==> config.mk <==
export PLATFORM = sky130hd
export DESIGN_NAME = aplic_irq_gateway
export DESIGN_NICKNAME = d
export VERILOG_FILES = /design/src/rtl/aplic_pkg.sv /design/src/rtl/aplic_glitch_filter.sv /design/src/rtl/aplic_irq_gateway.sv
export SDC_FILE = /design/constraint.sdc
export NUM_CORES = 1
export LEC_CHECK = 0
export BUFFER_PORTS_ARGS = -buffer_cell sky130_fd_sc_hd__buf_4
export CORE_AREA = 2 2 87 89
export DETAILED_ROUTE_END_ITERATION = 10
export DIE_AREA = 0 0 89 91
export PLACE_DENSITY = 0.83
export RECOVER_POWER = 100
export SYNTH_ARGS = -nofsm -noshare
export SYNTH_HDL_FRONTEND = slang
export SYNTH_SLANG_ARGS = --single-unit
==> constraint.sdc <==
create_clock -name i_clk -period 2.6 [get_ports i_clk]
set_input_delay 0 -clock i_clk [delete_from_list [all_inputs] [get_ports i_clk]]
set_output_delay 0 -clock i_clk [all_outputs]
set_load 0.1 [all_outputs]
==> src/rtl/aplic_pkg.sv <==
// rtl/aplic_pkg.sv - APLIC source-mode encoding and per-mode helper functions
//
// Contents:
//   sm_e          sourcecfg.SM encoding (2 and 3 are reserved and decode as inactive)
//   is_edge()     true for EDGE1 / EDGE0
//   is_level()    true for LEVEL1 / LEVEL0
//   rectify()     rectified source value for a given mode and sampled level
package aplic_pkg;

  typedef enum logic [2:0] {
    INACTIVE = 3'd0,
    DETACHED = 3'd1,
    EDGE1    = 3'd4,
    EDGE0    = 3'd5,
    LEVEL1   = 3'd6,
    LEVEL0   = 3'd7
  } sm_e;

  function automatic logic is_edge(logic [2:0] sm);
    return (sm == EDGE1) || (sm == EDGE0);
  endfunction

  function automatic logic is_level(logic [2:0] sm);
    return (sm == LEVEL1) || (sm == LEVEL0);
  endfunction

  // Bit 0 of the mode selects the inverted polarity (EDGE0, LEVEL0).
  // Non-active modes always read as 0, so they never generate an event.
  function automatic logic rectify(logic [2:0] sm, logic s);
    if (is_edge(sm) || is_level(sm)) begin
      return s ^ sm[0];
    end
    return 1'b0;
  endfunction

endpackage

==> src/rtl/aplic_glitch_filter.sv <==
// rtl/aplic_glitch_filter.sv - single-bit glitch filter, stable value changes after FilterCycles agreeing samples
//
// Ports:
//   i_clk     clock
//   i_rst     asynchronous reset, active-high
//   i_raw     raw synchronized input level
//   o_stable  filtered level, toggles once i_raw has differed from it for FilterCycles samples
module aplic_glitch_filter #(
  parameter int FilterCycles = 3
) (
  input  logic i_clk,
  input  logic i_rst,
  input  logic i_raw,
  output logic o_stable
);

  localparam int CntW = (FilterCycles > 2) ? $clog2(FilterCycles) : 1;

  logic [CntW-1:0] cnt_q;

  // The counter holds the number of consecutive differing samples already
  // seen; the sample that would make it FilterCycles flips the stable value.
  always_ff @(posedge i_clk or posedge i_rst) begin
    if (i_rst) begin
      o_stable <= 1'b0;
      cnt_q    <= '0;
    end else if (i_raw == o_stable) begin
      cnt_q <= '0;
    end else if (cnt_q == CntW'(FilterCycles - 1)) begin
      o_stable <= ~o_stable;
      cnt_q    <= '0;
    end else begin
      cnt_q <= cnt_q + 1'b1;
    end
  end

endmodule

==> src/rtl/aplic_irq_gateway.sv <==
// rtl/aplic_irq_gateway.sv - per-source APLIC gateway: mode qualification and held set-pending requests
//
// Optional feature macro: APLIC_GATEWAY_FILTER_EN (per-source glitch filter on the sampled input)
//
// Ports:
//   i_clk          clock
//   i_rst          asynchronous reset, active-high
//   i_irq_sources  synchronized source levels, bit i = APLIC source i+1
//   i_sm           sourcecfg.SM per source, 3 bits each, source i at [3*i +: 3]
//   i_setip_ack    domain consumed the request this cycle
//   o_setip_req    registered set-pending request per source
//   o_rectified    registered rectified source value (in_clrip readback)
module aplic_irq_gateway
  import aplic_pkg::*;
#(
  parameter int NrSources    = 32,
  parameter int FilterCycles = 3
) (
  input  logic                   i_clk,
  input  logic                   i_rst,
  input  logic [NrSources-1:0]   i_irq_sources,
  input  logic [NrSources*3-1:0] i_sm,
  input  logic [NrSources-1:0]   i_setip_ack,
  output logic [NrSources-1:0]   o_setip_req,
  output logic [NrSources-1:0]   o_rectified
);

  if (FilterCycles < 2 || FilterCycles > 15) begin : g_bad_filter_cycles
    $error("aplic_irq_gateway: FilterCycles must be in 2..15");
  end

  logic [NrSources-1:0] s;
  logic [NrSources-1:0] r;
  logic [NrSources-1:0] ev;
  logic [NrSources-1:0] active;
  logic [NrSources-1:0] prev_q;

`ifdef APLIC_GATEWAY_FILTER_EN
  for (genvar i = 0; i < NrSources; i++) begin : g_filter
    aplic_glitch_filter #(
      .FilterCycles (FilterCycles)
    ) u_filter (
      .i_clk    (i_clk),
      .i_rst    (i_rst),
      .i_raw    (i_irq_sources[i]),
      .o_stable (s[i])
    );
  end
`else
  assign s = i_irq_sources;
`endif

  // Level events only fire while the request is low, so an ack always
  // clears a level request for one cycle before an active input re-raises
  // it. Edge events override a same-cycle ack.
  always_comb begin
    active = '0;
    r      = '0;
    ev     = '0;
    for (int i = 0; i < NrSources; i++) begin
      active[i] = is_edge(i_sm[3*i +: 3]) || is_level(i_sm[3*i +: 3]);
      r[i]      = rectify(i_sm[3*i +: 3], s[i]);
      if (is_edge(i_sm[3*i +: 3])) begin
        ev[i] = r[i] & ~prev_q[i];
      end else begin
        ev[i] = r[i] & ~o_setip_req[i];
      end
    end
  end

  always_ff @(posedge i_clk or posedge i_rst) begin
    if (i_rst) begin
      prev_q      <= '0;
      o_setip_req <= '0;
    end else begin
      prev_q <= r;
      for (int i = 0; i < NrSources; i++) begin
        if (!active[i]) begin
          o_setip_req[i] <= 1'b0;
        end else if (ev[i]) begin
          o_setip_req[i] <= 1'b1;
        end else if (i_setip_ack[i]) begin
          o_setip_req[i] <= 1'b0;
        end
      end
    end
  end

  // The previous-sample register already holds r delayed by one cycle,
  // which is exactly the registered rectified readback.
  assign o_rectified = prev_q;

endmodule
==> run_results.csv <==
group,metric,value,unit
finish,n_antenna_cell,0,
routing,post_drt_via_cell_ratio,4.68,
finish,design_area,5610,µm²
global_route,grt_pass1_vias,3565,
finish,nNetsFinal,743,
synthesis,synth-seq-cells,64,
finish,nFillCells,525,
sta,drv_slew,0,
finish,fin_cells,685,
setup_path,required,3.08,ns
outcome,status,"finished, final reports clean",
clocking,cts_sinks,64,
sta,rsz0062_at_grt,"no",
sta,fin_ws,0.930,ns
synthesis,synth.area.top_cells,"dfrtp_1 (54%), nor2b_1 (13%), mux2i_1 (11%)",
global_route,grt_first_pass_wirelength,16.4,mm
synthesis,netlist_area,2980,µm²
clocking,numCtsBuffers,9,
sta,whs,0.0124,ns
placed_design,place_inst,582,
power_and_ir_drop,leakagePower,2.75,nW
clocking,ctsResizeCount,0,
routing,first_pass_iters,4,
placed_design,dp_slack,1.54,ns
die,initial_utilization,41.7,%
clocking,h-tree-depth,3,
sta,fin_crit,1.67,ns
setup_path,path_cells,"dlygate4sd3_1 > clkbuf_4 > inv_1 > buf_4",
sta,slew_headroom,8.82,%
run,drv_cap,0,
routing,wl_per_cell,16.1,µm
die,pin_count,226,
synthesis,synth_nets,419,
synthesis,ys_warn_count,0,
setup_path,worst-path-buf-inv,4,
power_and_ir_drop,p_per_area,595,nW/µm²
routing,route.detailed.drc,0,
sta,timing.final.crit_share,64.2,%
die,die-area,8100,µm²
placed_design,dpl-instance-area,4800,µm²
setup_path,slowest_delay,0.97,ns
clocking,clkLatencyLatePin,0.33,ns
global_route,track_usage,26.8,%
routing,wirelength,11.0,mm
sta,tightest_slew,1.37,ns
placed_design,dp_hpwl,6.59,mm
routing,num_vias,3209,
global_route,overflow,0,
sta,setup_tns,0,ns
synthesis,seq_area_frac_synth,53.8,%
sta,setup-violations-final,0,
die,die_w,89,µm
finish,layout-drive-gt1-share,29.9,%
routing,initialDrtViolationCount,66,
sta,fin_worst_skew,0.00819,ns
power_and_ir_drop,ir_worst_vdd,332,µV
clocking,cts_tree,"done",
die,num_rows,31,
global_route,grt_max_degree,38,
setup_path,cp-end-kind,"async pin",
routing,ant_nets,0,
die,die_y,91,µm
clocking,clk_path_buf_depth,2,
setup_path,critical_path_class,"input pin to async pin",
setup_path,start_kind,"input pin",
min_path,hold_class,"input pin to register",
synthesis,synth.top_cell.area_share,53.8,%
setup_path,worstPathArrival,2.15,ns
setup_path,cp_max_fo,37,
clocking,path_clk_slew,0.07,ns
placed_design,io_buffer_count,225,
setup_path,cp_top_family,"buffers and inverters",
finish,syn_to_final_growth,88.5,%
setup_path,crit_path_top_delay_cell,"inv_1",
sta,hold_viol,0,
die,core,7140,µm²
global_route,antenna_found_initial,0,
finish,final_util,78.6,%
clocking,clockRootBuffer,"clkbuf_8",
synthesis,synth_top_area_cell,"dfrtp_1",
synthesis,avgSynthCellArea,11.6,µm²
synthesis,netlist_instances,257,
power_and_ir_drop,report.power.total,3.34,mW
placed_design,globalplace.congestion,0.801,
sta,fmax,599,MHz
synthesis,synth_cell_types,11,
worst register-to-register path: stages, from the launching register on:
cell,delay (ns)
dfrtp_1,0.39
nor2b_1,0.13
a21oi_1,0.11
nor2b_1,0.06
dlygate4sd3_1,0.55
cell families after synthesis:
logic type	count (synthesis)	synth area share [%]
XOR/XNOR	32	9.41
flip-flops	64	53.8
buffers and inverters	1	0.126
AO/OA/AOI/OAI	32	5.50
AND/OR/NAND/NOR	96	20.4
multiplexers	32	10.8
per-layer routing:
layer | vias to the layer above | part of all wire [%] | global-route usage, % | wire length (µm)
li1 | 1500 | - | - | -
met1 | 1499 | 35 | 26.0 | 3800
met2 | 173 | 54 | 51.7 | 5970
met3 | 37 | 7.3 | 6.73 | 800
met4 | 0 | 3.9 | 11.2 | 433
met5 | - | 0 | 0 | 0
cells in the final DEF, fill, tap and decap left out:
master         netlist  layout
a21oi_1             31      31
and2_0               0       4
and2_1              31      27
and2_4               1       1
buf_4                0     133
bufinv_16            0       1
clkbuf_1             0      68
clkbuf_4             0      27
clkbuf_8             0      11
clkinv_2             0       2
dfrtp_1             64      64
dlygate4sd3_1        0      87
inv_1                1       1
mux2i_1             32      32
nand2_1              1       1
nor2b_1             62      63
o2bb2ai_1            1       1
xor2_1              32      32
where the power goes:
| part | total, mW | internal, mW | switching [mW] |
|---|---|---|---|
| Clock | 0.867 | 0.493 | 0.374 |
| Combinational | 1.33 | 0.408 | 0.917 |
| Sequential | 1.15 | 1.08 | 0.0627 |
| Total | 3.34 | 1.99 | 1.35 |
flip-flops by register name, indices dropped and copies added (netlist names):
signal       count
o_rectified     32
o_setip_req     32
synthesized netlist by cell type:
library cell,instances
and2_4,1
o2bb2ai_1,1
nand2_1,1
mux2i_1,32
nor2b_4,1
xor2_1,32
inv_1,1
nor2b_1,62
and2_1,31
dfrtp_1,64
a21oi_1,31
final cells by class:
cell class                      instances  area (µm²)  share of cell area, %
Clock inverter                          3        40.0                  0.713
Tap cell                               99         124                   2.21
Timing Repair Buffer                  313        2320                   41.3
Multi-Input combinational cell        192        1370                   24.3
Clock buffer                           13         159                   2.83
Inverter                                1        3.75                 0.0669
Sequential cell                        64        1600                   28.5
timing repair:
action | CTS | global route
buffers inserted | 0 | 0
hold buffers | 87 | 0
hold endpoints to repair | 100 | 0
setup endpoints to repair | 0 | 0
path summary, 6_finish.rpt:
| kind | endpoint | depth (start not counted) | slack [ns] | startpoint |
|---|---|---|---|---|
| max | o_setip_req[12] | 4 | 0.93 | i_rst |
| min | o_rectified[25] | 3 | 0.01 | i_irq_sources[25] |
| max reg2reg | o_setip_req[11] | 4 | 1.25 | o_setip_req[11] |
| min reg2reg | o_setip_req[31] | 3 | 0.62 | o_rectified[31] |
| max in group i_clk | o_setip_req[9] | 1 | 0.95 | o_setip_req[9] |
| min in group asynchronous | o_setip_req[7] | 3 | 0.63 | i_rst |
(Power assumes the default switching activity.)
